**config.mk**
```make
export PLATFORM = sky130hd
export DESIGN_NAME = mpu_led_viewer
export DESIGN_NICKNAME = d
export VERILOG_FILES = /design/src/rtl/mpu_view_pkg.sv /design/src/rtl/key_debounce.sv /design/src/rtl/mpu_led_viewer.sv
export SDC_FILE = /design/constraint.sdc
export NUM_CORES = 1
export LEC_CHECK = 0
export BUFFER_PORTS_ARGS = -buffer_cell sky130_fd_sc_hd__buf_2
export CORE_ASPECT_RATIO = 1.5
export CORE_MARGIN = 10
export CORE_UTILIZATION = 50
export CTS_BUF_LIST = sky130_fd_sc_hd__clkbuf_16
export DETAILED_ROUTE_END_ITERATION = 16
export PLACE_DENSITY = 0.73
export REMOVE_ABC_BUFFERS = 1
export SYNTH_ARGS = -nofsm -noshare
export SYNTH_HDL_FRONTEND = slang
export SYNTH_HIERARCHICAL = 1
export SYNTH_SLANG_ARGS = --single-unit
```
**constraint.sdc**
```tcl
create_clock -name CLK -period 5.56 [get_ports CLK]
set_clock_uncertainty 0.15 [all_clocks]
set_input_delay 0.556 -clock CLK [delete_from_list [all_inputs] [get_ports CLK]]
set_output_delay 0.556 -clock CLK [all_outputs]
set_load 0.01 [all_outputs]
```
**src/rtl/mpu_view_pkg.sv**
```systemverilog
// Shared constants and elaboration-time helpers for the MPU-6050 LED viewer.
//   BYTE_W            : width of one displayed byte
//   ERR_BIT / ACK_BIT : positions of the sticky-error and ack LEDs in the LED bus
//   clog2             : ceiling log2, clog2(1) = 0
//   calc_nsel         : number of selectable display slots
//   calc_idx_w        : width of the selection index (never below 1)
package mpu_view_pkg;

    localparam int BYTE_W  = 8;
    localparam int ERR_BIT = 9;
    localparam int ACK_BIT = 8;

    function automatic int clog2(input int n);
        int r;
        int v;
        r = 0;
        v = n - 1;
        while (v > 0) begin
            r = r + 1;
            v = v >> 1;
        end
        return r;
    endfunction

    // The ack counter, when present, occupies one extra slot after the data bytes.
    function automatic int calc_nsel(input int nbytes, input bit ackcnt_en);
        return ackcnt_en ? nbytes + 1 : nbytes;
    endfunction

    function automatic int calc_idx_w(input int nsel);
        return (nsel > 1) ? clog2(nsel) : 1;
    endfunction

endpackage

```
**src/rtl/key_debounce.sv**
```systemverilog
// Push-button conditioner: 2-flop synchroniser followed by a consecutive-cycle
// debounce counter.
// Ports:
//   CLK       : system clock
//   RST       : synchronous reset, active-high; returns to the released state
//   I_KEY_n   : raw button, active-low, asynchronous to CLK
//   O_PRESSED : debounced level, 1 while the button is held
//   O_PRESS_P : one-cycle pulse on each released->pressed transition
module key_debounce
    import mpu_view_pkg::*;
#(
    parameter int DB_CNT = 500_000
) (
    input  logic CLK,
    input  logic RST,
    input  logic I_KEY_n,
    output logic O_PRESSED,
    output logic O_PRESS_P
);

    localparam int CNT_W = (DB_CNT > 1) ? clog2(DB_CNT) : 1;

    logic             key_meta;
    logic             key_sync;
    logic             raw_pressed;
    logic [CNT_W-1:0] cnt;

    assign raw_pressed = ~key_sync;

    always_ff @(posedge CLK) begin
        if (RST) begin
            key_meta  <= 1'b1;
            key_sync  <= 1'b1;
            cnt       <= '0;
            O_PRESSED <= 1'b0;
            O_PRESS_P <= 1'b0;
        end else begin
            key_meta  <= I_KEY_n;
            key_sync  <= key_meta;
            O_PRESS_P <= 1'b0;
            // cnt holds how many consecutive cycles the raw level has disagreed
            // with the debounced level; any agreeing cycle restarts the run.
            if (raw_pressed == O_PRESSED) begin
                cnt <= '0;
            end else if (cnt == CNT_W'(DB_CNT - 1)) begin
                cnt       <= '0;
                O_PRESSED <= raw_pressed;
                O_PRESS_P <= raw_pressed;
            end else begin
                cnt <= cnt + CNT_W'(1);
            end
        end
    end

endmodule

```
**src/rtl/mpu_led_viewer.sv**
```systemverilog
// Result viewer between the MPU-6050 I2C controller and the board LEDs.
// Snapshots the receive buffer on each completed transaction, shows one byte
// on the LEDs, steps the byte with a debounced key, and drives a sticky error
// LED and a stretched ack LED.
// Optional build macro: MPU_VIEW_ACKCNT_EN adds a saturating ack-edge counter
// as an extra display slot after the data bytes.
// Ports:
//   CLK, RST    : clock and synchronous active-high reset
//   I_ACK       : controller ack flag, rising edge = completed transaction
//   I_ERR       : controller error flag (level)
//   I_RXD       : controller receive buffer, byte 0 in the LSBs
//   I_KEY_NEXT  : raw next button, active-low, asynchronous
//   I_FREEZE    : 1 keeps the current snapshot
//   I_CLR_ERR   : pulse clearing the sticky error (and the ack counter)
//   O_LEDR      : {err_sticky, ack_stretched, selected byte}
//   O_IDX       : selected display slot
//   O_SNAP_VLD  : 1 once any snapshot has been taken
module mpu_led_viewer
    import mpu_view_pkg::*;
#(
    parameter int FPGA_CLK       = 50_000_000,
    parameter int RXD_SZ         = 24,
    parameter int DB_MS          = 10,
    parameter int ACK_STRETCH_MS = 100,
`ifdef MPU_VIEW_ACKCNT_EN
    localparam bit ACKCNT_EN     = 1'b1,
`else
    localparam bit ACKCNT_EN     = 1'b0,
`endif
    localparam int NBYTES        = RXD_SZ / BYTE_W,
    localparam int NSEL          = calc_nsel(NBYTES, ACKCNT_EN),
    localparam int IDX_W         = calc_idx_w(NSEL)
) (
    input  logic              CLK,
    input  logic              RST,
    input  logic              I_ACK,
    input  logic              I_ERR,
    input  logic [RXD_SZ-1:0] I_RXD,
    input  logic              I_KEY_NEXT,
    input  logic              I_FREEZE,
    input  logic              I_CLR_ERR,
    output logic [9:0]        O_LEDR,
    output logic [IDX_W-1:0]  O_IDX,
    output logic              O_SNAP_VLD
);

    localparam int DB_CNT  = FPGA_CLK / 1000 * DB_MS;
    localparam int STR_CNT = FPGA_CLK / 1000 * ACK_STRETCH_MS;
    localparam int STR_W   = (STR_CNT > 0) ? clog2(STR_CNT + 1) : 1;

    logic              ack_q;
    logic              ack_edge;
    logic [RXD_SZ-1:0] snapshot;
    logic              snap_vld;
    logic [STR_W-1:0]  str_cnt;
    logic              err_sticky;
    logic [IDX_W-1:0]  idx;
    logic [BYTE_W-1:0] sel_byte;
    logic [BYTE_W-1:0] led_byte;
    logic              key_pressed;
    logic              key_press_p;
    logic              step;

    assign ack_edge = I_ACK & ~ack_q;

    key_debounce #(
        .DB_CNT (DB_CNT)
    ) u_key (
        .CLK       (CLK),
        .RST       (RST),
        .I_KEY_n   (I_KEY_NEXT),
        .O_PRESSED (key_pressed),
        .O_PRESS_P (key_press_p)
    );

    // The pulse is only ever raised together with the pressed level.
    assign step = key_press_p & key_pressed;

`ifdef MPU_VIEW_ACKCNT_EN
    logic [BYTE_W-1:0] ack_cnt;

    always_ff @(posedge CLK) begin
        if (RST || I_CLR_ERR) begin
            ack_cnt <= '0;
        end else if (ack_edge && (ack_cnt != '1)) begin
            ack_cnt <= ack_cnt + BYTE_W'(1);
        end
    end
`endif

    always_ff @(posedge CLK) begin
        if (RST) begin
            ack_q    <= 1'b0;
            snapshot <= '0;
            snap_vld <= 1'b0;
        end else begin
            ack_q <= I_ACK;
            if (ack_edge && !I_FREEZE) begin
                snapshot <= I_RXD;
                snap_vld <= 1'b1;
            end
        end
    end

    // Down-counter; an ack edge always reloads it, even mid-count.
    always_ff @(posedge CLK) begin
        if (RST) begin
            str_cnt <= '0;
        end else if (ack_edge) begin
            str_cnt <= STR_W'(STR_CNT);
        end else if (str_cnt != '0) begin
            str_cnt <= str_cnt - STR_W'(1);
        end
    end

    // A new error in the clearing cycle must not be lost, so set wins.
    always_ff @(posedge CLK) begin
        if (RST) begin
            err_sticky <= 1'b0;
        end else if (I_ERR) begin
            err_sticky <= 1'b1;
        end else if (I_CLR_ERR) begin
            err_sticky <= 1'b0;
        end
    end

    always_ff @(posedge CLK) begin
        if (RST) begin
            idx <= '0;
        end else if (step) begin
            idx <= (idx == IDX_W'(NSEL - 1)) ? '0 : idx + IDX_W'(1);
        end
    end

    always_comb begin
        sel_byte = '0;
        for (int k = 0; k < NBYTES; k++) begin
            if (idx == IDX_W'(k)) begin
                sel_byte = snapshot[k*BYTE_W +: BYTE_W];
            end
        end
`ifdef MPU_VIEW_ACKCNT_EN
        if (idx == IDX_W'(NBYTES)) begin
            sel_byte = ack_cnt;
        end
`endif
    end

    always_ff @(posedge CLK) begin
        if (RST) begin
            led_byte <= '0;
        end else begin
            led_byte <= sel_byte;
        end
    end

    assign O_LEDR[ERR_BIT]      = err_sticky;
    assign O_LEDR[ACK_BIT]      = (str_cnt != '0);
    assign O_LEDR[BYTE_W-1:0]   = led_byte;
    assign O_IDX                = idx;
    assign O_SNAP_VLD           = snap_vld;

endmodule

```
==> flow_metrics.tcl <==
set metrics [dict create \
    status "completed" \
    postSynthCellCount 420 \
    synth_cell_types 50 \
    via_per_inst 5.47 \
    ctsHoldBuffers 0 \
    finalSetupViolations 0 \
    postCtsSetupBuffers 0 \
    hold_violations 0 \
    antenna_found_initial 0 \
    period_needed_ns 2.68 \
    drt_iter0_markers 121 \
    drv_slew 0 \
    synth_top_area_cell "dfxtp_1" \
    synth_edf_count 0 \
    relSlewSlack 0.402 \
    hold_end "u_key/key_meta" \
    layout.nets 487 \
    setup-tns-final_ns 0 \
    cts-root-buf "clkbuf_16" \
    avgSynthCellArea_um2 8.59 \
    slowest_delay_ns 0.42 \
    drive_gt1_frac 0.179 \
    crit_chain "nor2_1 -> nand4_1 -> nand3b_1 -> buf_2" \
    critPathBufInv 1 \
    startpoint_type "register" \
    clkPwrFrac 0.439 \
    dp_cells 520 \
    grt_first_pass_wirelength_um 12200 \
    r2r_slack_ns 3.27 \
    fmax_ghz 0.373 \
    nFillCells 603 \
    ys_async_sr_fraction 0 \
    overflow 0 \
    setup_slack_ns 2.88 \
    grt_start_max_net_pins 52 \
    slowest_stage "nor2_1" \
    critPathTopFamily "simple AND/OR/NAND/NOR gates" \
    dieArea_um2 11100 \
    area_delta_synth_final_pct 15.3 \
    swShare 0.248 \
    layout_commonest_cell "dfxtp_1" \
    io_pins 44 \
    vias 2931 \
    cts_buffers 9 \
    place_ws_ns 3.23 \
    r2r_cells 7 \
    grt_pass1_vias 2833 \
    routabilityCongestion 0.856 \
    cp.required_ns 4.85 \
    cts_resized 0 \
    fp.dieW_um 89.4 \
    critPathCaptureType "primary output" \
    port_buffers 43 \
    holdPathStages 2 \
    cts_max_level 3 \
    first_pass_iters 4 \
    p_int_w 0.00115 \
    yosysWarnings 6 \
    die_y_um 124 \
    comb_power_share 0.133 \
    ant_nets 0 \
    wirelength_um 7320 \
    mostFrequentLayoutCells "83 x dfxtp_1, 67 x nand2_1, 50 x nor2_1" \
    coreArea_um2 6940 \
    critPathKind "reg2out" \
    min_from "I_KEY_NEXT" \
    rsz0062_at_grt "no" \
    power_density_nw_per_um2 367 \
    cts_tree "done" \
    maxCapViolCount 0 \
    peakVddDrop_uv 248 \
    instances_no_fill 536 \
    initial_core_util 0.520 \
    cts_sinks 83 \
    reg2reg_to "str_cnt[0]" \
    n_antenna_cell 0 \
    netlist.area_leader.share 0.460 \
    r2r_start "str_cnt[0]" \
    syn-cell-area_um2 3610 \
    min_period_over_period 0.482 \
    tightest_slew_ns 0.896 \
    seqPwrFrac 0.428 \
    arrival_ns 1.97 \
    power_leakage_nw 1.50 \
    clock_latency_ns 0.33 \
    clk_pin_slew_ns 0.06 \
    avgRoutedWirePerCell_um 13.7 \
    worst_hold_path_type "in2reg" \
    clk_path_buf_depth 2 \
    yosys-top-cells-area "dfxtp_1 46%, nand2_1 7.0%, a21oi_1 5.7%, nor2_1 5.2%, xnor2_1 4.1%" \
    row_count 37 \
    hpwl_um 5130 \
    ys.flop_type "dfxtp_1" \
    ys_seq_elements 83 \
    grt.total_usage 0.135 \
    drc 0 \
    switchingPower_w 0.000379 \
    crit_fanout 9 \
    ys_seq_area_frac 0.460 \
]
==> worst max-delay path by stage <==
stage | from | cells after the start | slack, ns | to
finish | str_cnt[11] | 4 | 2.88 | O_LEDR[8]
global route | str_cnt[11] | 4 | 2.73 | O_LEDR[8]
CTS | str_cnt[11] | 4 | 2.87 | O_LEDR[8]
detailed placement | str_cnt[11] | 4 | 3.23 | O_LEDR[8]
global placement | RST | 3 | 3.31 | str_cnt[0]
floorplan | str_cnt[0] | 7 | 3.41 | str_cnt[0]
==> power groups by stage <==
stage	Combinational [W]	Clock (W)	Sequential [W]
after floorplan	0.000152	0	0.000662
after detailed placement	0.000203	0	0.000666
final	0.000203	0.000671	0.000654
after global placement	0.000199	0	0.000664
after CTS	0.000204	0.000683	0.000653
after global routing	0.000226	0.000707	0.000658
==> logic make-up after synthesis <==
family	count (synthesis)	synth area share
AND/OR/NAND/NOR	197	0.274
flip-flops	83	0.460
AO/OA/AOI/OAI	68	0.117
XOR/XNOR	31	0.0752
buffers and inverters	29	0.0381
multiplexers	9	0.0253
adder cells (fa/ha/maj)	3	0.0104
==> flip-flops by register name, summed over array words and instances, names as in the netlist <==
register	count
O_IDX	2
O_SNAP_VLD	1
ack_q	1
err_sticky	1
led_byte	8
snapshot	24
str_cnt	23
u_key/O_PRESSED	1
u_key/O_PRESS_P	1
u_key/cnt	19
u_key/key_meta	1
u_key/key_sync	1
==> metrics by stage <==
stage	total power, W	cell area, um2	hold WS (ns)	util
floorplan	0.000814	3500	0.239	-
global placement	0.000864	3820	0.249	0.550
detailed placement	0.000869	3820	0.251	0.550
CTS	0.00154	4160	0.251	0.599
global route	0.00159	4160	0.262	0.599
finish	0.00153	4160	0.263	0.599
==> metal layers <==
layer | global-route usage | wire (um) | up-vias
li1 | - | - | 1513
met1 | 0.150 | 3240 | 1381
met2 | 0.236 | 3840 | 32
met3 | 0.0301 | 180 | 5
met4 | 0.0609 | 62 | 0
met5 | 0 | 0 | -
==> cell usage after synthesis, types with 2 or more instances <==
cell	count
dfxtp_1	83
nand2_1	67
nor2_1	50
a21oi_1	41
xnor2_1	17
clkbuf_1	15
xor2_1	14
nor3_1	12
nand3_1	9
nor4_1	9
mux2i_1	8
o22a_1	8
or2_2	8
inv_1	7
nand4_1	7
or3_1	7
o21ai_1	5
o31ai_1	4
or4_1	4
buf_6	3
ha_1	3
nor2b_1	3
or4_4	3
a31oi_1	2
and4_1	2
nand2b_1	2
nand4_2	2
nor4_2	2
o21ai_0	2
==> final cells by class <==
| cell class | instances | area [um2] | share of cell area |
|---|---|---|---|
| multi-input cells | 308 | 1810 | 0.435 |
| flip-flops and latches | 83 | 1660 | 0.400 |
| clock buffers | 9 | 225 | 0.0542 |
| repair buffers | 44 | 223 | 0.0536 |
| clock inverters | 7 | 116 | 0.0280 |
| well taps | 78 | 97.6 | 0.0235 |
| inverters | 7 | 26.3 | 0.00632 |
(Power assumes the default switching activity.)
